==> src/rtl/hex_ascii_parser_if.sv <==
// hex_ascii_parser_if: byte-in / parsed-word-out stream bundle for hex_ascii_parser.
// master is the byte source plus result consumer; slave is the parser.
interface hex_ascii_parser_if #(
    parameter int MAX_DIGITS = 8
);
    logic [7:0]                          in_byte;
    logic                                in_valid;
    logic                                in_ready;
    logic [4*MAX_DIGITS-1:0]             out_word;
    logic [$clog2(MAX_DIGITS+1)-1:0]     out_digits;
    logic                                out_err;
    logic                                out_valid;
    logic                                out_ready;

    modport master (
        output in_byte, in_valid, out_ready,
        input  in_ready, out_word, out_digits, out_err, out_valid
    );

    modport slave (
        input  in_byte, in_valid, out_ready,
        output in_ready, out_word, out_digits, out_err, out_valid
    );
endinterface

==> src/rtl/hex_ascii_parser.sv <==
// hex_ascii_parser: turns ASCII hex tokens ended by CR/LF/space into binary words.
// Define HEX_PARSER_LOWERCASE_EN to accept a-f as digits.
module hex_ascii_parser #(
    parameter int MAX_DIGITS = 8
) (
    input logic                clk,
    input logic                rst_n,
    hex_ascii_parser_if.slave  bus
);
    localparam int W  = 4 * MAX_DIGITS;
    localparam int CW = $clog2(MAX_DIGITS + 1);

    typedef enum logic [1:0] {IDLE, ACCUM, DISCARD, OUTPUT} state_t;

    state_t          state;
    logic [W-1:0]    acc;
    logic [CW-1:0]   count;
    logic            err;
    logic            is_num, is_up, is_lo, is_dig, is_term, take;
    logic [3:0]      dig;

    always_comb begin
        is_num  = bus.in_byte inside {[8'h30:8'h39]};
        is_up   = bus.in_byte inside {[8'h41:8'h46]};
`ifdef HEX_PARSER_LOWERCASE_EN
        is_lo   = bus.in_byte inside {[8'h61:8'h66]};
`else
        is_lo   = 1'b0;
`endif
        is_dig  = is_num | is_up | is_lo;
        is_term = bus.in_byte inside {8'h0D, 8'h0A, 8'h20};
        // 'A' and 'a' both have low nibble 1, so +9 maps the letters to 10-15
        dig     = is_num ? bus.in_byte[3:0] : bus.in_byte[3:0] + 4'd9;
        take    = bus.in_valid && bus.in_ready;
    end

    always_ff @(posedge clk or negedge rst_n) begin
        if (!rst_n) begin
            state          <= IDLE;
            acc            <= '0;
            count          <= '0;
            err            <= 1'b0;
            bus.in_ready   <= 1'b1;
            bus.out_valid  <= 1'b0;
            bus.out_word   <= '0;
            bus.out_digits <= '0;
            bus.out_err    <= 1'b0;
        end else begin
            case (state)
                IDLE: if (take) begin
                    if (is_dig) begin
                        acc   <= W'(dig);
                        count <= CW'(1);
                        state <= ACCUM;
                    end else if (!is_term) begin
                        err   <= 1'b1;
                        state <= DISCARD;
                    end
                end
                ACCUM: if (take && !is_term) begin
                    if (is_dig && count != CW'(MAX_DIGITS)) begin
                        acc   <= (acc << 4) | W'(dig);
                        count <= count + 1'b1;
                    end else begin
                        err   <= 1'b1;
                        state <= DISCARD;
                    end
                end
                OUTPUT: if (bus.out_ready) begin
                    state          <= IDLE;
                    acc            <= '0;
                    count          <= '0;
                    err            <= 1'b0;
                    bus.in_ready   <= 1'b1;
                    bus.out_valid  <= 1'b0;
                    bus.out_word   <= '0;
                    bus.out_digits <= '0;
                    bus.out_err    <= 1'b0;
                end
                default: ;
            endcase
            // a terminator closes any open token (ACCUM or DISCARD); IDLE ignores it
            if (take && is_term && state != IDLE) begin
                state          <= OUTPUT;
                bus.in_ready   <= 1'b0;
                bus.out_valid  <= 1'b1;
                bus.out_word   <= err ? '0 : acc;
                bus.out_digits <= err ? '0 : count;
                bus.out_err    <= err;
            end
        end
    end
endmodule

==> src/flat_wrapper.sv <==
// flat-port wrapper written by rule: the top's interface ports become plain ports
module hex_ascii_parser_flat 
#(
    parameter int MAX_DIGITS = 8
)
  (clk, rst_n, bus_in_byte, bus_in_valid, bus_out_ready, bus_in_ready, bus_out_word, bus_out_digits, bus_out_err, bus_out_valid);
  hex_ascii_parser_if #(.MAX_DIGITS(MAX_DIGITS)) bus_i ();
  input logic clk;
  input logic rst_n;
  input wire logic [$bits(bus_i.in_byte)-1:0] bus_in_byte;
  input wire logic [$bits(bus_i.in_valid)-1:0] bus_in_valid;
  input wire logic [$bits(bus_i.out_ready)-1:0] bus_out_ready;
  output wire logic [$bits(bus_i.in_ready)-1:0] bus_in_ready;
  output wire logic [$bits(bus_i.out_word)-1:0] bus_out_word;
  output wire logic [$bits(bus_i.out_digits)-1:0] bus_out_digits;
  output wire logic [$bits(bus_i.out_err)-1:0] bus_out_err;
  output wire logic [$bits(bus_i.out_valid)-1:0] bus_out_valid;
  assign bus_i.in_byte = bus_in_byte;
  assign bus_i.in_valid = bus_in_valid;
  assign bus_i.out_ready = bus_out_ready;
  assign bus_in_ready = bus_i.in_ready;
  assign bus_out_word = bus_i.out_word;
  assign bus_out_digits = bus_i.out_digits;
  assign bus_out_err = bus_i.out_err;
  assign bus_out_valid = bus_i.out_valid;
  hex_ascii_parser #(.MAX_DIGITS(MAX_DIGITS)) u_core (.clk(clk), .rst_n(rst_n), .bus(bus_i));
endmodule
==> config.mk <==
export PLATFORM = sky130hd
export DESIGN_NAME = hex_ascii_parser_flat
export DESIGN_NICKNAME = d
export VERILOG_FILES = /design/src/rtl/hex_ascii_parser_if.sv /design/src/rtl/hex_ascii_parser.sv /design/src/flat_wrapper.sv
export SDC_FILE = /design/constraint.sdc
export NUM_CORES = 1
export LEC_CHECK = 0
export CAP_MARGIN = 20
export CORE_MARGIN = 4
export CORE_UTILIZATION = 60
export CTS_BUF_LIST = sky130_fd_sc_hd__clkbuf_2
export CTS_CLUSTER_SIZE = 25
export DETAILED_ROUTE_END_ITERATION = 12
export HOLD_SLACK_MARGIN = 0.08
export MAX_ROUTING_LAYER = met4
export PLACE_DENSITY = 0.87
export SYNTH_ARGS = -nofsm -noshare
export SYNTH_HDL_FRONTEND = slang
export SYNTH_SLANG_ARGS = --single-unit
==> constraint.sdc <==
create_clock -name clk -period 4 [get_ports clk]
set_clock_uncertainty 0.2 [all_clocks]
set_input_delay 0.8 -clock clk [delete_from_list [all_inputs] [get_ports clk]]
set_output_delay 0.8 -clock clk [all_outputs]
set_load 0.02 [all_outputs]
==> flow_summary.toml, run 1 <==
[setup_path]
rrSetupSlack_ns = 1.48
path_max_fanout = 36
endpoint_kind = "flop"
rr_worst_depth = 8
crit_required_ns = 4.22
startpoint_type = "input pin"
r2r-end = "u_core.acc[3]"
reg2reg_from = "u_core.count[0]"
cp.arrival_ns = 3.42
worstSetupPathType = "in -> reg"

[yosys]
synth_xor_area_share_pct = 0.250
synthTopCellsByCount = "77 x dfrtp_1, 72 x nand2_1, 36 x a22o_1, 31 x mux2i_1, 9 x clkbuf_1"
yosys_warnings = 0
yosysTopAreaCellShare_pct = 55.0
yosys.area_share.adder_pct = 2.14
synth_simple_gate_area_share_pct = 13.7
synth_edf_count = 0
synthMuxAreaShare_pct = 9.83
synthesis.area_um2 = 3500
synth.area.top_cells = "dfrtp_1 55%, a22o_1 9.0%, mux2i_1 8.9%"
synth-async-reset-ratio_pct = 100
synth_top_family_by_area = "compound AO/OA/AOI/OAI gates"
synth_compound_area_share_pct = 14.3
yosysTopAreaCell = "dfrtp_1"
synth_flop_cell = "dfrtp_1"
syn_nets = 326
synth_cell_types = 45
synthCells = 308
ys_seq_area_share_pct = 55.8
avgSynthCellArea_um2 = 11.4
synth_most_common_cell = "dfrtp_1"
synth-seq-cells = 78

[drt]
routed_via_density = 5.89
dr.pass1.iters = 4
wl_per_cell_um = 16.3
drc = 0
drt_iter0_markers = 195
dr_total_vias = 2526
ant_nets = 0
routed_wirelength_um = 6980

[floorplan]
num_rows = 27
dieArea_um2 = 7120
core_area_um2 = 5570
die_width_um = 84.4
io_pins = 51
die_h_um = 84.4
initial_core_util_pct = 62.8

[timing]
grt_setup_unrepaired = "false"
tns_ns = 0
worst_pin_slew_ns = 0.934
relSlewSlack_pct = 37.7
slew_violations = 0
hold_viol = 0
final.setup.worst_slack_ns = 0.798
fmax_mhz = 312
fin_crit_ns = 3.20
period_share_pct = 80.0
setup_viol = 0

[job]
max-cap-violations = 0

[clock_network]
path_clk_slew_ns = 0.19
cts_hold_buf = 0
cts_tree = "done"
cts_setup_buffers = 0
clk_latency_ns = 0.50
cts_inserted_buffers = 9
clockRootBuffer = "clkbuf_2"
cts_resized = 0
clock-sinks = 78
cts.htree.levels = 3
cts_buffer_depth = 2

[outcome]
status = "finished clean"

[cells_and_area]
n_antenna_cell = 0
area_growth_pct = 18.0
drive_gt1_share_pct = 8.96
finish.utilization_pct = 74.1
final_nets = 370

[placed_design]
gp_congestion = 0.904
portBuffers = 50
dp_slack_ns = 0.279
place_hpwl_um = 4560

[global_route]
grtUsageTotal_pct = 21.2
grt_pass1_wl_um = 11800
grt_antenna_before_repair = 0
grt_max_degree = 79
grt_pass1_vias = 2466
grt_overflow = 0

[pwr]
vdd_drop_max_mv = 0.180
cellPowerDensity_nw_per_um2 = 315
power_leakage_nw = 2.03
power_mw = 1.30

[hold_path]
hold_class = "in -> async"
sequential cells by signal, summed over array words and instances (netlist names):
name	cells
u_core.acc	32
u_core.bus.out_word	32
u_core.bus.out_digits	4
u_core.count	4
u_core.state	2
u_core.bus.in_ready	1
u_core.bus.out_err	1
u_core.bus.out_valid	1
u_core.err	1
worst max-delay path by stage:
stage | from | endpoint | slack [ns] | depth (start not counted)
after CTS | bus_in_byte[0] | u_core.bus.out_digits[0] | 0.81 | 8
final | bus_in_byte[0] | u_core.bus.out_digits[0] | 0.80 | 8
after global routing | bus_in_byte[0] | u_core.bus.out_digits[0] | 0.65 | 8
after detailed placement | bus_in_byte[0] | u_core.bus.out_digits[0] | 0.28 | 8
after floorplan | bus_in_byte[0] | u_core.bus.out_digits[0] | 1.24 | 10
after global placement | bus_in_byte[0] | u_core.bus.out_word[7] | 0.41 | 8
kinds of logic (layout without fill, tap and decap cells):
kind of cell | Yosys count | count (layout)
adders and majority gates | 6 | 6
AOI/OAI and AO/OA | 61 | 61
and+or+nand+nor | 102 | 102
muxes | 34 | 34
DFF | 78 | 78
buffers and inverters | 26 | 75
xor gates and xnor gates | 1 | 1
worst max-delay path: stages:
cell and delay [ns]:
clkdlybuf4s50_1 0.49, inv_1 0.12, ha_1 0.20, and4bb_1 0.24, o31ai_2 0.10, or3_1 0.54
nor2_4 0.68, a22o_1 0.24
area by class of cell:
type	instances	area [um2]
Sequential cell	78	1950
Fill cell	382	1440
Multi-Input combinational cell	204	1410
Timing Repair Buffer	53	520
Tap cell	72	90.1
Clock inverter	4	71.3
Clock buffer	12	60.1
Inverter	6	22.5
metal layers:
metal  vias up  part of all wire, %  global-route usage, %
met5         -                    0                      -
met4         0                  2.7                   9.21
met1      1251                   42                   27.2
li1       1180                    -                      -
met2        76                   50                   32.9
met3        19                  5.1                   4.51
layout by cell type (no fill, tap or decap), drive strengths merged, types with 3 or more instances in the layout:
master	n
a21oi	3
a22o	36
and3	3
buf	4
clkbuf	12
clkdlybuf4s50	49
dfrtp	77
ha	6
inv	6
mux2	3
mux2i	31
nand2	72
nand3	5
nor2	5
o21ai	6
where the power goes:
| part | switching, mW | leakage [nW] | internal (mW) |
|---|---|---|---|
| sequential | 0 | 1.09 | 0.790 |
| clock | 0.253 | 0.0798 | 0.213 |
| combinational | 0.0277 | 0.868 | 0.0172 |
metrics by stage:
stage | std cells | hold slack, ns | area [um2]
global route | 429 | 0.255 | 4130
finish | 429 | 0.204 | 4130
detailed placement | 413 | 0.290 | 4000
global placement | 413 | 0.275 | 4000
CTS | 429 | 0.223 | 4130
floorplan | 308 | 0.266 | 3500
Note: power is estimated with default switching activity, not from simulation.
==> run 2: changes to the inputs <==
CORE_UTILIZATION = 51   (was 60)
PLACE_DENSITY = 0.79   (was 0.87)
clock period = 2.85 ns   (was 4 ns; I/O delays follow)
==> run 2 against run 1 <==
Critical path depth unchanged. Register-to-register slack worse by 1.0 ns. Worst hold slack better by 0.11 ns. Sequential cell count unchanged. Sequential power up 41%. Highest routed layer unchanged.
==> flow_summary.toml, run 2 (same netlist as run 1, synthesis figures left out) <==
[hold_path]
hold_class = "reg -> reg"
min_to = "u_core.bus.out_valid"
min_from = "u_core.bus.out_valid"
min_path_cells = 2

[setup_path]
cp.arrival_ns = 2.90
endpoint_kind = "flop"
rr_worst_depth = 7
rrSetupSlack_ns = 0.47
r2r-end = "u_core.count[0]"
crit_required_ns = 3.10
worstSetupPathType = "in -> reg"
startpoint_type = "input pin"
path_max_fanout = 18
crit_path_start = "bus_in_byte[1]"
reg2reg_from = "u_core.count[0]"

[clock_network]
clk_latency_ns = 0.50
cts_inserted_buffers = 9
clockRootBuffer = "clkbuf_2"
path_clk_slew_ns = 0.20
clock-sinks = 78
cts_tree = "done"
cts_setup_buffers = 0
cts_buffer_depth = 2
cts.htree.levels = 3

[drt]
m1WireLength_um = 3460
routed_wirelength_um = 7690
met3_length_um = 304
ant_nets = 0
drc = 0
top_layer_used = "met4"
wl_per_cell_um = 17.0
drt_iter0_markers = 163
routed_via_density = 5.66
dr_total_vias = 2560
wl_met2_um = 3830
dr.pass1.iters = 4

[pwr]
power_leakage_nw = 2.12
vdd_drop_max_mv = 0.242
cellPowerDensity_nw_per_um2 = 406

[timing]
fin_hold_ws_ns = 0.315
tns_ns = 0
setup_viol = 0
slew_violations = 0
fmax_mhz = 378
final.setup.worst_slack_ns = 0.202
grt_setup_unrepaired = "false"
hold_viol = 0
period_share_pct = 92.9
relSlewSlack_pct = 62.4
worst_pin_slew_ns = 0.564
fin_crit_ns = 2.65

[floorplan]
dieArea_um2 = 8250
io_pins = 51
core_area_um2 = 6490
die_width_um = 90.9
initial_core_util_pct = 53.9
die_h_um = 90.9
num_rows = 29

[global_route]
grt_pass1_vias = 2652
grt_antenna_before_repair = 0
grtUsageTotal_pct = 19.5
grt_overflow = 0
grt_max_degree = 47
grt_pass1_wl_um = 12700

[placed_design]
place_hpwl_um = 5070
dp_slack_ns = -0.440
portBuffers = 50
placed_area_um2 = 4150
gp_congestion = 0.863

[job]
max-cap-violations = 0

[cells_and_area]
finish.utilization_pct = 65.8
final_nets = 390
final_common_cell = "dfrtp_1"
n_antenna_cell = 0
fin_area_um2 = 4270
drive_gt1_share_pct = 13.3
final_cell_mix = "77 x dfrtp_1, 72 x nand2_1, 49 x clkdlybuf4s50_1"
reg_top3 = "u_core.acc: 32 flops, u_core.bus.out_word: 32 flops"
area_growth_pct = 22.1

[outcome]
status = "finished clean"
## run 2: through the flow
| stage | power, mW | instances |
|---|---|---|
| after floorplan | 1.15 | 308 |
| after global placement | 1.20 | 435 |
| after detailed placement | 1.20 | 435 |
| after CTS | 1.74 | 450 |
| after global routing | 1.80 | 452 |
| final | 1.73 | 452 |
## run 2: worst max path at each step
stage	endpoint	slack, ns	depth (start not counted)
3_5_place_dp	u_core.bus.out_word[3]	-0.44	8
5_1_grt	u_core.bus.out_word[31]	0.10	8
4_1_cts	u_core.bus.out_word[3]	0.09	8
3_3_place_gp	u_core.bus.out_word[3]	-0.33	8
6_report	u_core.bus.out_word[3]	0.20	8
2_1_floorplan	u_core.bus.out_digits[2]	0.32	10
## run 2: final cells by class
| type | instances | area, um2 |
|---|---|---|
| timing repair buffer | 71 | 671 |
| tap | 77 | 96.3 |
| sequential | 78 | 1950 |
| multi-input combinational | 206 | 1430 |
| fill | 493 | 2220 |
| clock buffer | 9 | 45.0 |
| inverter | 6 | 22.5 |
| clock inverter | 5 | 52.6 |
## run 2: metal layers
layer	GRT usage, %	vias up
met2	32.6	66
met1	24.1	1258
met3	3.00	9
met4	7.16	0
li1	-	1227
met5	-	-
## run 2: power breakdown
part / internal (mW) / switching (mW)
Clock: 0.189 / 0.360
Sequential: 1.11 / 0
Combinational: 0.0348 / 0.0414
## run 2: worst max-delay path, cell delays in order
cell and delay, ns:
clkdlybuf4s50_1 0.51, inv_1 0.08, ha_1 0.22, and4bb_1 0.22, o31ai_2 0.36, or3_1 0.37, and2_4 0.36, a22o_1 0.20
## run 2: what timing repair did
item	in CTS	in global routing
hold buffers	1	0
resized for setup	0	2
endpoints found under the setup margin	0	32
hold endpoints to repair	43	0
==> run 3: changes to the inputs <==
CTS_CLUSTER_SIZE = 24   (was 25)
==> results of run 3 <==
Same layout as run 2: the final DEF is identical, and so are final timing and power.
